===== src/rtl/bus_sched_pkg.sv =====
// Shared types and helpers for the round-robin bus scheduler.
package bus_sched_pkg;

    typedef enum logic [1:0] {IDLE, GRANT, DELIVER} sched_state_t;

    localparam int unsigned ID_W      = 8;
    localparam logic [ID_W-1:0] BCAST_ID = 8'hFF;
    localparam int unsigned MAX_DRVRS = 256;

    // Push vector for a packet addressed to id from src among n drivers; all-zero means drop.
    function automatic logic [MAX_DRVRS-1:0] dest_mask(input logic [ID_W-1:0] id,
                                                       input logic [ID_W-1:0] src,
                                                       input int unsigned     n,
                                                       input logic [ID_W-1:0] bc = BCAST_ID);
        logic [MAX_DRVRS-1:0] m;
        m = '0;
        if (id == bc) begin
            for (int unsigned i = 0; i < MAX_DRVRS; i++) begin
                if (i < n) m[i] = 1'b1;
            end
            m[src] = 1'b0;
        end else if (({24'b0, id} < n) && (id != src)) begin
            m[id] = 1'b1;
        end
        return m;
    endfunction

endpackage


===== src/rtl/bus_rr_scheduler_rr_pick.sv =====
// Combinational round-robin pick: first set request at or after ptr+1, wrapping.
module rr_pick #(
    parameter int unsigned N = 8,
    localparam int unsigned IW = (N > 1) ? $clog2(N) : 1
) (
    input  logic [N-1:0]  req,
    input  logic [IW-1:0] ptr,
    output logic [IW-1:0] gnt_idx,
    output logic          any
);

    logic [2*N-1:0] dbl_req;
    logic [2*N-1:0] masked;
    int unsigned    pick;
    logic           found;

    // Upper copy of req supplies the wrapped-around candidates.
    always_comb begin
        dbl_req = {req, req};
        masked  = '0;
        for (int unsigned i = 0; i < 2 * N; i++) begin
            masked[i] = dbl_req[i] && (i > 32'(ptr));
        end
        pick  = 0;
        found = 1'b0;
        for (int unsigned i = 0; i < 2 * N; i++) begin
            if (masked[i] && !found) begin
                pick  = i;
                found = 1'b1;
            end
        end
        gnt_idx = (pick >= N) ? IW'(pick - N) : IW'(pick);
        any     = |req;
    end

endmodule


===== src/rtl/bus_rr_scheduler.sv =====
// Round-robin bus scheduler: grants one driver FIFO, pops its head and pushes it to the
// addressed driver(s), dropping and counting badly addressed packets.
module bus_rr_scheduler
    import bus_sched_pkg::*;
#(
    parameter int unsigned pckg_sz = 16,
    parameter int unsigned drvrs   = 8,
    parameter logic [7:0]  bcast   = 8'hFF
) (
    input  logic                     clk,
    input  logic                     reset,
    input  logic [drvrs-1:0]         pndng,
    input  logic [drvrs*pckg_sz-1:0] D_pop,
    output logic [drvrs-1:0]         pop,
    output logic [drvrs-1:0]         push,
    output logic [pckg_sz-1:0]       D_push,
    output logic                     busy,
    output logic [15:0]              drop_cnt
);

    localparam int unsigned IW = $clog2(drvrs);

    sched_state_t         state_q;
    logic [IW-1:0]        rr_ptr_q;
    logic [IW-1:0]        grant_q;
    logic [pckg_sz-1:0]   data_q;
    logic [IW-1:0]        pick_idx;
    logic                 pick_any;
    logic [ID_W-1:0]      dest_id;
    logic [MAX_DRVRS-1:0] mask_full;
    logic [drvrs-1:0]     dest;

    rr_pick #(
        .N(drvrs)
    ) u_pick (
        .req    (pndng),
        .ptr    (rr_ptr_q),
        .gnt_idx(pick_idx),
        .any    (pick_any)
    );

    always_comb begin
        dest_id   = data_q[pckg_sz-1 -: ID_W];
        mask_full = dest_mask(dest_id, ID_W'(grant_q), drvrs, bcast);
        dest      = mask_full[drvrs-1:0];
    end

    // pop must follow pndng within the GRANT cycle so a withdrawn request never pops.
    always_comb begin
        pop = '0;
        if (state_q == GRANT && pndng[grant_q]) pop[grant_q] = 1'b1;
        push   = (state_q == DELIVER) ? dest : '0;
        D_push = data_q;
        busy   = (state_q != IDLE);
    end

    always_ff @(posedge clk) begin
        if (!reset) begin
            state_q  <= IDLE;
            rr_ptr_q <= IW'(drvrs - 1);
            grant_q  <= '0;
            data_q   <= '0;
            drop_cnt <= '0;
        end else begin
            unique case (state_q)
                IDLE: begin
                    if (pick_any) begin
                        grant_q <= pick_idx;
                        state_q <= GRANT;
                    end
                end
                GRANT: begin
                    if (pndng[grant_q]) begin
                        data_q  <= D_pop[32'(grant_q) * pckg_sz +: pckg_sz];
                        state_q <= DELIVER;
                    end else begin
                        state_q <= IDLE;
                    end
                end
                DELIVER: begin
                    if (dest == '0 && drop_cnt != 16'hFFFF) drop_cnt <= drop_cnt + 16'd1;
                    rr_ptr_q <= grant_q;
                    state_q  <= IDLE;
                end
                default: state_q <= IDLE;
            endcase
        end
    end

endmodule


===== config.mk =====
export PLATFORM = sky130hd
export DESIGN_NAME = bus_rr_scheduler
export DESIGN_NICKNAME = d
export VERILOG_FILES = /design/src/rtl/bus_sched_pkg.sv /design/src/rtl/bus_rr_scheduler_rr_pick.sv /design/src/rtl/bus_rr_scheduler.sv
export SDC_FILE = /design/constraint.sdc
export NUM_CORES = 1
export LEC_CHECK = 0
export BUFFER_PORTS_ARGS = -buffer_cell sky130_fd_sc_hd__buf_2
export CORE_UTILIZATION = 40
export DETAILED_ROUTE_END_ITERATION = 10
export GPL_TIMING_DRIVEN = 0
export PLACE_DENSITY = 0.76
export REMOVE_ABC_BUFFERS = 1
export SLEW_MARGIN = 40
export SYNTH_ARGS = -nofsm -noshare
export SYNTH_HDL_FRONTEND = slang
export SYNTH_SLANG_ARGS = --single-unit

===== constraint.sdc =====
create_clock -name clk -period 5.4 [get_ports clk]
set_input_delay 0.54 -clock clk [delete_from_list [all_inputs] [get_ports clk]]
set_output_delay 0.54 -clock clk [all_outputs]
set_load 0.005 [all_outputs]

## Yosys cells after proc, flatten, opt, wreduce, memory -nomap -nowiden

Cells that the tools add are included.

- $add $sub $neg: 2
- Magnitude comparators: 15
- Equality and inequality tests: 6
- Shift operators: 1
- Multiplexer cells: 46
- Bitwise logic cells: 2
- Reduce and logical (&&, ||, !) cells: 48

Operators by type and width:

| operator | number |
|---|---|
| 32-bit 2-to-1 mux | 14 |
| 128-bit by 8-bit variable part select with 16-bit output | 1 |
| 32-bit by 4-bit greater-or-equal comparator with 1-bit output (second input constant) | 1 |
| 8-bit 2-to-1 mux | 4 |
| 1-bit logical AND | 27 |
| 1-bit 2-to-1 mux | 20 |
| 16-bit by 1-bit adder with 16-bit output (second input constant) | 1 |
| 16-bit != test (second input constant) | 1 |
| 1-bit zero test | 14 |
| 3-bit > comparator (first input constant) | 4 |
| 3-bit by 9-bit < comparator with 1-bit output (second input constant) | 1 |
| 8-bit by 9-bit < comparator with 1-bit output (second input constant) | 1 |
| 8-bit AND | 1 |
| 1-bit demux with 8-bit select | 1 |
| 8-bit equality test (second input constant) | 1 |
| 8-bit by 1-bit greater-or-equal comparator with 1-bit output (second input constant) | 1 |
| 8-bit zero test | 1 |
| 8-bit by 4-bit < comparator with 1-bit output (second input constant) | 1 |
| 8-bit by 3-bit != test with 1-bit output | 1 |
| 8-bit NOT | 1 |
| 8-bit OR reduction | 1 |
| 1-bit demux with 3-bit select | 2 |
| 3-bit by 1-bit greater-or-equal comparator with 1-bit output (second input constant) | 2 |
| 2-bit by 3-bit > comparator with 1-bit output (first input constant) | 2 |
| 13 further kinds | 16 |

- Register bits: 40
- Bits of input ports: 138
- Output and inout bits: 49

## Depth between registers and ports, before layout

Gate-level depths: netlist of the first run.

- Word-level depth: 47
- Depth in mapped cells: 9
- Depth with buffers taken out: 7

## Hierarchy

A second synthesis of the first run with hierarchy kept.

- Cell total of the unflattened synthesis: 424
- Area, all modules: 3405.8 um^2

Modules (own cells, without submodules):

| module | times used | cells each | area each (um^2) |
|---|---|---|---|
| bus_rr_scheduler | 1 | 379 | 3103.0 |
| rr_pick | 1 | 45 | 302.8 |

## Least setup slack after synthesis of the first run

No wires, ideal clock.

- Kind: input port to output port
- Start point: in pndng[6]
- End point: out pop[0]
- Data arrival time: 1.787 ns
- Setup slack: 3.073 ns
- Stages: 7
- Cell sequence: mux2_2 -> a221oi_1 -> o22ai_1 -> and3b_1 -> buf_6 -> clkbuf_2 -> and2_1

- Cells in the longest elaborated chain, start to end: 4

Ends and longest elaborated chain:

| element | RTL line | source |
|---|---|---|
| from (decl) | bus_rr_scheduler.sv:12 | `input logic [drvrs-1:0] pndng,` |
| 1-bit binary-select mux with 3-bit select | bus_rr_scheduler.sv:51 | `if (state_q == GRANT && pndng[grant_q]) pop[grant_q] = 1'b1;` |
| 1-bit 2-to-1 mux (implied by the code) | bus_rr_scheduler.sv:51 |  |
| 1-bit logical AND | bus_rr_scheduler.sv:51 |  |
| 8-bit 2-to-1 mux | bus_rr_scheduler.sv:51 |  |
| to (decl) | bus_rr_scheduler.sv:14 | `output logic [drvrs-1:0] pop,` |

No other way between the ends. The select of a mux whose other input is x is not followed.

## Final worst setup path of the first run

- Start point: reg grant_q[0]
- End point: out pop[7]

- Cells in the longest elaborated chain, start to end: 5
- Elaborated cells on any way between the ends: 9

Ends and longest elaborated chain:

| element | RTL line | source |
|---|---|---|
| from (decl) | bus_rr_scheduler.sv:25 | `logic [IW-1:0] grant_q;` |
| from (signal assigned) | bus_rr_scheduler.sv:68 | `grant_q <= pick_idx;` |
| 3-bit by 4-bit < comparator with 1-bit output (implied by the code) / 3-bit by 1-bit greater-or-equal comparator with 1-bit output (equally long branches) | bus_rr_scheduler.sv:51 |  |
| 1-bit logical AND (implied by the code) | bus_rr_scheduler.sv:51 |  |
| 1-bit 2-to-1 mux (implied by the code) | bus_rr_scheduler.sv:51 |  |
| 1-bit demux with 3-bit select | bus_rr_scheduler.sv:51 |  |
| 8-bit 2-to-1 mux (*) | bus_rr_scheduler.sv:51 |  |

Mark *: on every way between the ends. The rest lies on a longest branch, timed or not. The select of a mux whose other input is x is not followed.

==> summary.md, run 1 <==
| Metric | Value |
|---|---|
| Critical path class | reg -> out |
| Vias | 3818 |
| Die width | 92.9 um |
| Hold_buf cts | 0 |
| Seq/Total Area, Yosys | 0.242 |
| ANT cells | 0 |
| Max VDD drop | 0.000109 V |
| Top Ports | 187 |
| Status | complete, no violations |
| Yosys cell types | 63 |
| FP Rows | 32 |
| Arrival time worst endpoint | 3.09 ns |
| DRT iter0 DRCs | 137 |
| Met1 Usage GRT | 0.318 |
| CTS tree | done |
| RSZ-0062 raised after global routing | false |
| Critical path origin | grant_q[0] |
| Ys async rst share | 0 |
| Post-place setup slack | 2.07 ns |
| First-pass GRT wire length | 18000 um |
| Max frequency | 0.275 GHz |
| P&R area growth vs syn | 31.5% |
| Worst setup margin | 1.77 ns |
| CTS H-Tree Depth | 2 |
| Top_reg_cell synth | dfxtp_1 |
| TritonRoute pass-1 iters | 4 |
| R2R setup slack | 2.49 ns |
| # DRC | 0 |
| GR Layer Usage met2 | 0.451 |
| CTS sink count | 40 |
| Leakage | 2.04 nW |
| Post-DP HPWL | 8340 um |
| WP data required | 4.86 ns |
| GRT Residual Overflow | 0 |
| Power Total | 0.000948 W |
| Skew-Pair Late Insertion Delay | 0.30 ns |
| Vias in the first global route | 3781 |
| Fraction of layout cells with a size suffix above 1 | 0.440 |
| Crit-path max FO | 40 |
| Remaining antenna violation count | 0 |
| Gp weighted congestion | 0.939 |
| CTS clock-pin slew for the worst setup and hold paths | 0.08 ns |
| Hold Crit Class | reg -> reg |
| Initial antenna violation count | 0 |
| Setup TNS | 0 ns |
| Core footprint | 7850 um2 |
| Hold Violations, Final | 0 |
| RR Startpoint | grant_q[0] |
| Worst Max-Slew Pin Slew | 0.771 ns |
| Max Cap Violations | 0 |
| CTS resizes | 0 |
| CP startpoint kind | register |
| Fin cells | 654 |
| Nets | 690 |
| Initial core utilization | 0.421 |
| All-Layer GR Usage | 0.263 |
| Synthesized area | 3300 um2 |
| Placed insts | 646 |
| Setup Skew | 0.0110 ns |
| Synthesized flop and latch total | 40 |
| Die height | 92.9 um |
| Crit. End Element | output pin |
| DR WL/cell | 17.2 um |
| Buffers from clock root to sink, at most | 2 |
| Setup Buffers After CTS | 0 |
| Mean Syn Cell Area | 8.52 um2 |
| Slew headroom | 0.486 |
| Worst Min Path Start | D_push[7] |
| Max-slew violations | 0 |
| Grt met3 use | 0.0452 |
| DR vias/cell | 5.84 |
| TritonCTS buffer count | 5 |
| Grt peak-use layer | met2 |
| Final period utilization | 0.673 |
| Pwr dens | 218 nW/um2 |
| IO Port Bufs | 186 |
| Fin crit period | 3.63 ns |
| Syn Inst Count | 388 |
| Largest net degree at the start of global routing | 45 |
| Post-Route Utilization | 0.554 |
| YS warnings | 0 |
| Die area | 8630 um2 |
| Clock root buffer | clkbuf_8 |
| Final WL | 11200 um |
| Finish-stage setup viols | 0 |
| Number of synthesized flops with an enable pin | 0 |
[where the power goes]
| part | total (W) | switching (W) | internal (W) |
|---|---|---|---|
| clock | 0.000207 | 0.000117 | 0.0000904 |
| combinational | 0.000360 | 0.000184 | 0.000177 |
| sequential | 0.000380 | 0.0000610 | 0.000319 |
[synth_stat cells, types with 4 or more instances]
library cell	instances	area share
mux4_2	10	0.068
a31oi_1	4	0.0076
nand3_1	14	0.021
o211ai_2	6	0.023
a221oi_1	18	0.048
xnor2_1	15	0.040
clkbuf_1	13	0.015
o21ai_1	4	0.0061
nand2_1	30	0.034
buf_6	5	0.017
nor2_1	37	0.042
o21ai_0	5	0.0076
inv_1	8	0.0091
o211a_1	13	0.039
and2_1	20	0.038
a21oi_1	12	0.018
a22oi_1	10	0.023
nand4_1	10	0.019
nor2b_1	7	0.013
buf_2	8	0.012
o211ai_1	5	0.011
a32oi_1	7	0.019
nor3_1	9	0.014
a211oi_1	4	0.0091
mux2i_1	9	0.027
mux2_2	12	0.041
dfxtp_1	40	0.24
nand2b_1	4	0.0076
[routing by layer]
metal | wire, um | vias to the layer above | part of all wire
met1 | 4720 | 1806 | 0.42
met5 | 0 | - | 0
met4 | 342 | 0 | 0.030
met2 | 5470 | 180 | 0.49
met3 | 709 | 31 | 0.063
li1 | - | 1801 | -
[worst max-delay path, stage by stage, from the launching register on]
cell     delay [ns]
dfxtp_4        0.71
and2_1         0.62
a22oi_1        0.21
o22ai_1        0.17
and3b_2        0.56
buf_16         0.22
and3_1         0.16
buf_2          0.11
[metrics by stage]
stage | instance area [um2] | hold slack [ns]
2_1_floorplan | 3120 | 0.464
3_3_place_gp | 4180 | 0.475
3_5_place_dp | 4250 | 0.481
4_1_cts | 4340 | 0.504
5_1_grt | 4350 | 0.527
6_report | 4350 | 0.502
[path summary, 6_finish.rpt]
check	endpoint	depth (start not counted)
setup / recovery	pop[7]	7
hold / removal	D_push[7]	1
setup reg to reg	D_push[6]	7
hold reg to reg	D_push[7]	1
[sequential cells by signal (all words and copies together) (netlist names)]
signal / flops
D_push: 16
drop_cnt: 16
grant_q: 3
rr_ptr_q: 3
state_q: 2
[layout by cell type (no fill, tap or decap), types with 9 or more instances in the layout]
master    synthesis  final
nand3_1          14     14
buf_2             8    186
mux2i_1           9      9
a221oi_1         18     18
mux2_2           12     12
nor2_1           37     36
dfxtp_1          40     37
nand4_1          10     10
mux4_2           10     10
a22oi_1          10     10
o211a_1          13     13
and2_1           20     20
nand2_1          30     30
xnor2_1          15     15
a21oi_1          12     12
[logic make-up after synthesis]
logic type | after synthesis | share of synthesized area
flops | 40 | 0.242
mux | 32 | 0.141
simple gates | 148 | 0.225
compound gates | 111 | 0.282
fa+ha+maj | 1 | 0.00379
buf+inv | 41 | 0.0659
xor+xnor | 15 | 0.0398
[layout make-up]
class / count / area (um2)
clock inverters: 3 / 18.8
flip-flops and latches: 40 / 810
multi-input cells: 307 / 2300
well taps: 102 / 128
repair buffers: 188 / 986
inverters: 9 / 33.8
clock buffers: 5 / 68.8
fillers: 782 / 3500
Power figures use the tool's default switching activity.
==> inputs of run 2 (changes only) <==
Settings changed: ABC_AREA set to 1.
Clock period 5.4 ns to 3.7 ns, I/O delays scaled along.
==> summary.md, run 2 <==
| Metric | Value |
|---|---|
| Crit. End Element | output pin |
| CTS clock-pin slew for the worst setup and hold paths | 0.08 ns (about the same) |
| CTS sink count | 40 (unchanged) |
| Synth top area share | 0.244 (+0.00213) |
| Remaining antenna violation count | 0 (unchanged) |
| Largest family of logic cells by synthesized area | simple AND/OR/NAND/NOR gates |
| YS warnings | 0 (unchanged) |
| Synthesized-area fraction occupied by xor and xnor cells | 0.0428 (+0.00302) |
| Max VDD drop | 0.000139 V (+28%) |
| Area taken by multi-input logic gates | 2120 um2 (-8.0%) |
| Final WL | 11700 um (+4.1%) |
| Grt met3 use | 0.0517 (+0.00657) |
| Final period utilization | 0.854 |
| Max-slew violations | 0 (unchanged) |
| Setup Skew | 0.00432 ns (-0.00672 ns) |
| Synthesized area | 3280 um2 (-0.87%) |
| Vias in the first global route | 4197 (+11%) |
| Setup Buffers After CTS | 0 (unchanged) |
| First-pass GRT wire length | 19000 um (+5.9%) |
| Synth Area in Adders | 0.00382 (+0.0000333) |
| Ys async rst share | 0 (unchanged) |
| Grt peak-use layer | met2 |
| Fillers | 822 (+5.1%) |
| Nets | 841 (+22%) |
| Most instantiated library cell after synthesis | nand2_1 |
| Vias | 4333 (+13%) |
| Finish-stage setup viols | 0 (unchanged) |
| Die width | 92.5 um (-0.43%) |
| Hold Slack | 0.363 ns (-0.138 ns) |
| Clock share of power | 0.219 (about the same) |
| P&R area growth vs syn | 31.8% |
| Mux share of post-synthesis cell area | 0 (-0.141) |
| Logic pwr share | 0.412 (+0.032) |
| RSZ-0062 raised after global routing | false |
| Seq/Total Area, Yosys | 0.244 (+0.00213) |
| Max Cap Violations | 0 (unchanged) |
| CTS H-Tree Depth | 2 (unchanged) |
| Die area | 8560 um2 (-0.85%) |
| Synthesized flop and latch total | 40 (unchanged) |
| Fin crit period | 3.16 ns |
| Clock root buffer | clkbuf_8 |
| Buffers from clock root to sink, at most | 2 (unchanged) |
| Number of synthesized flops with an enable pin | 0 (unchanged) |
| Max frequency | 0.316 GHz |
| Sequential Power Share | 0.369 (-0.032) |
| CTS resizes | 0 (unchanged) |
| Pwr dens | 322 nW/um2 (+48%) |
| TritonCTS buffer count | 5 (unchanged) |
| WP data required | 3.33 ns (-1.53 ns) |
| Simple-Gate Fraction of Synth Area | 0.367 (+0.141) |
| Cell taking the most area after synthesis | dfxtp_1 |
| Setup TNS | 0 ns (unchanged) |
| Top_reg_cell synth | dfxtp_1 |
| Slew headroom | 0.443 (-0.0430) |
| Post-DP HPWL | 9110 um (+9.2%) |
| Hold Crit Class | in -> reg |
| GRT Residual Overflow | 0 (unchanged) |
| Sw frac | 0.396 (+0.0143) |
| IO Port Bufs | 186 (unchanged) |
| Largest net degree at the start of global routing | 26 (-42%) |
| Commonest non-fill, non-tap cell in the layout | buf_2 |
| Die height | 92.5 um (-0.43%) |
| Syn Inst Count | 528 (+36%) |
| All-Layer GR Usage | 0.276 (+0.0132) |
| CP startpoint kind | register |
| Hold_buf cts | 0 (unchanged) |
| Fraction of layout cells with a size suffix above 1 | 0.300 (-0.140) |
| Initial core utilization | 0.420 (-0.00153) |
| Skew-Pair Late Insertion Delay | 0.29 ns (about the same) |
| Post-synthesis compound-gate area fraction | 0.233 (-0.0491) |
| Worst Max-Slew Pin Slew | 0.833 ns (+0.0618 ns) |
| Hold Violations, Final | 0 (unchanged) |
| FP Rows | 32 (unchanged) |
| DR WL/cell | 14.6 um (-15%) |
| Arrival time worst endpoint | 2.79 ns (-0.30 ns) |
| GR Layer Usage met2 | 0.496 (+0.0453) |
| # DRC | 0 (unchanged) |
| DR vias/cell | 5.38 (-7.8%) |
| CTS tree | done |
| Mean Syn Cell Area | 6.20 um2 (-27%) |
| ANT cells | 0 (unchanged) |
| Critical path class | reg -> out |
| Yosys cell types | 41 (-35%) |
| Area contributors post-synth | dfxtp_1 (24%), nand2_1 (13%), nor2_1 (7.6%), nand3_1 (6.9%), inv_1 (6.6%) |
| Crit-path max FO | 17 (-57%) |
| P_int | 0.000841 W (+43%) |
| Post-Route Utilization | 0.553 (-0.000845) |
| DRT iter0 DRCs | 212 (+55%) |
| Leakage | 2.18 nW (+7.1%) |
| Top post-synthesis cells by count | nand2_1 (113), nor2_1 (66), inv_1 (58), nand3_1 (45), dfxtp_1 (40) |
| Most frequent cells in the layout | buf_2 (186), nand2_1 (113), nor2_1 (66), inv_1 (58), nand3_1 (45) |
| Gp weighted congestion | 0.872 (-7.1%) |
| Switch Pwr | 0.000550 W (+52%) |
| Status | complete, no violations |
| Initial antenna violation count | 0 (unchanged) |
| Top Ports | 187 (unchanged) |
| Register Area | 801 um2 (-1.1%) |
| TritonRoute pass-1 iters | 8 (+4) |
| Core footprint | 7810 um2 (-0.51%) |
| Met1 Usage GRT | 0.309 (-0.00935) |
-- run 2: cell count changes after synthesis, sizes merged, moves of 13 or more --
cell and change:
nand2 +87, inv +57, nand3 +33, nor2 +30, and2 -20, o21ai +20, a21oi +15, mux2 -13
o211a -13
-- run 2: power by group through the flow --
stage               sequential (W)  combinational, W  clock [W]
floorplan                 0.000518          0.000353          0
global placement          0.000521          0.000556          0
detailed placement        0.000522          0.000568          0
CTS                       0.000512          0.000569   0.000313
global route              0.000519          0.000636   0.000336
finish                    0.000513          0.000573   0.000305
-- run 2: logic make-up (layout without fill, tap and decap cells) --
group	count (synthesis)	count (layout)
AND/OR/NAND/NOR	268	268
AO/OA/AOI/OAI	117	117
buffers and inverters	86	261
flip-flops	40	40
XOR/XNOR	16	16
adder cells (fa/ha/maj)	1	1
-- run 2: final timing paths --
check                           depth (start not counted)  slack, ns          end        start
worst max-delay path                                    8       0.54       pop[6]   grant_q[2]
worst min-delay path                                    3       0.36   D_push[15]   D_pop[111]
worst min register to register                          2       0.49  drop_cnt[6]  drop_cnt[6]
worst max register to register                          9       0.80   D_push[15]   grant_q[2]
-- run 2: critical path: stages, from the launching register on --
cell and delay (ns):
dfxtp_1 0.53, nand3_1 0.40, inv_1 0.51, o2bb2ai_1 0.17, nor2_1 0.06, nand2_1 0.09
nand3_2 0.31, nor2_1 0.27, buf_2 0.15
-- run 2: area by class of cell --
cell class / count / share of cell area
timing repair buffer: 186 / 0.216
clock buffer: 8 / 0.0209
tap: 102 / 0.0296
sequential: 40 / 0.185
multi-input combinational: 402 / 0.490
inverter: 67 / 0.0582
-- run 2: layer usage --
layer	vias to the layer above	part of all wire
li1	2160	-
met1	1940	0.39
met2	190	0.50
met3	43	0.068
met4	0	0.039
met5	-	0
-- run 2: through the flow --
step	setup slack (ns)	instances	power, W	cell area [um2]
2_1_floorplan	1.67	509	0.000871	3170
3_3_place_gp	0.879	797	0.00108	4230
3_5_place_dp	0.834	797	0.00109	4230
4_1_cts	0.580	805	0.00139	4320
5_1_grt	0.371	805	0.00149	4320
6_report	0.540	805	0.00139	4320
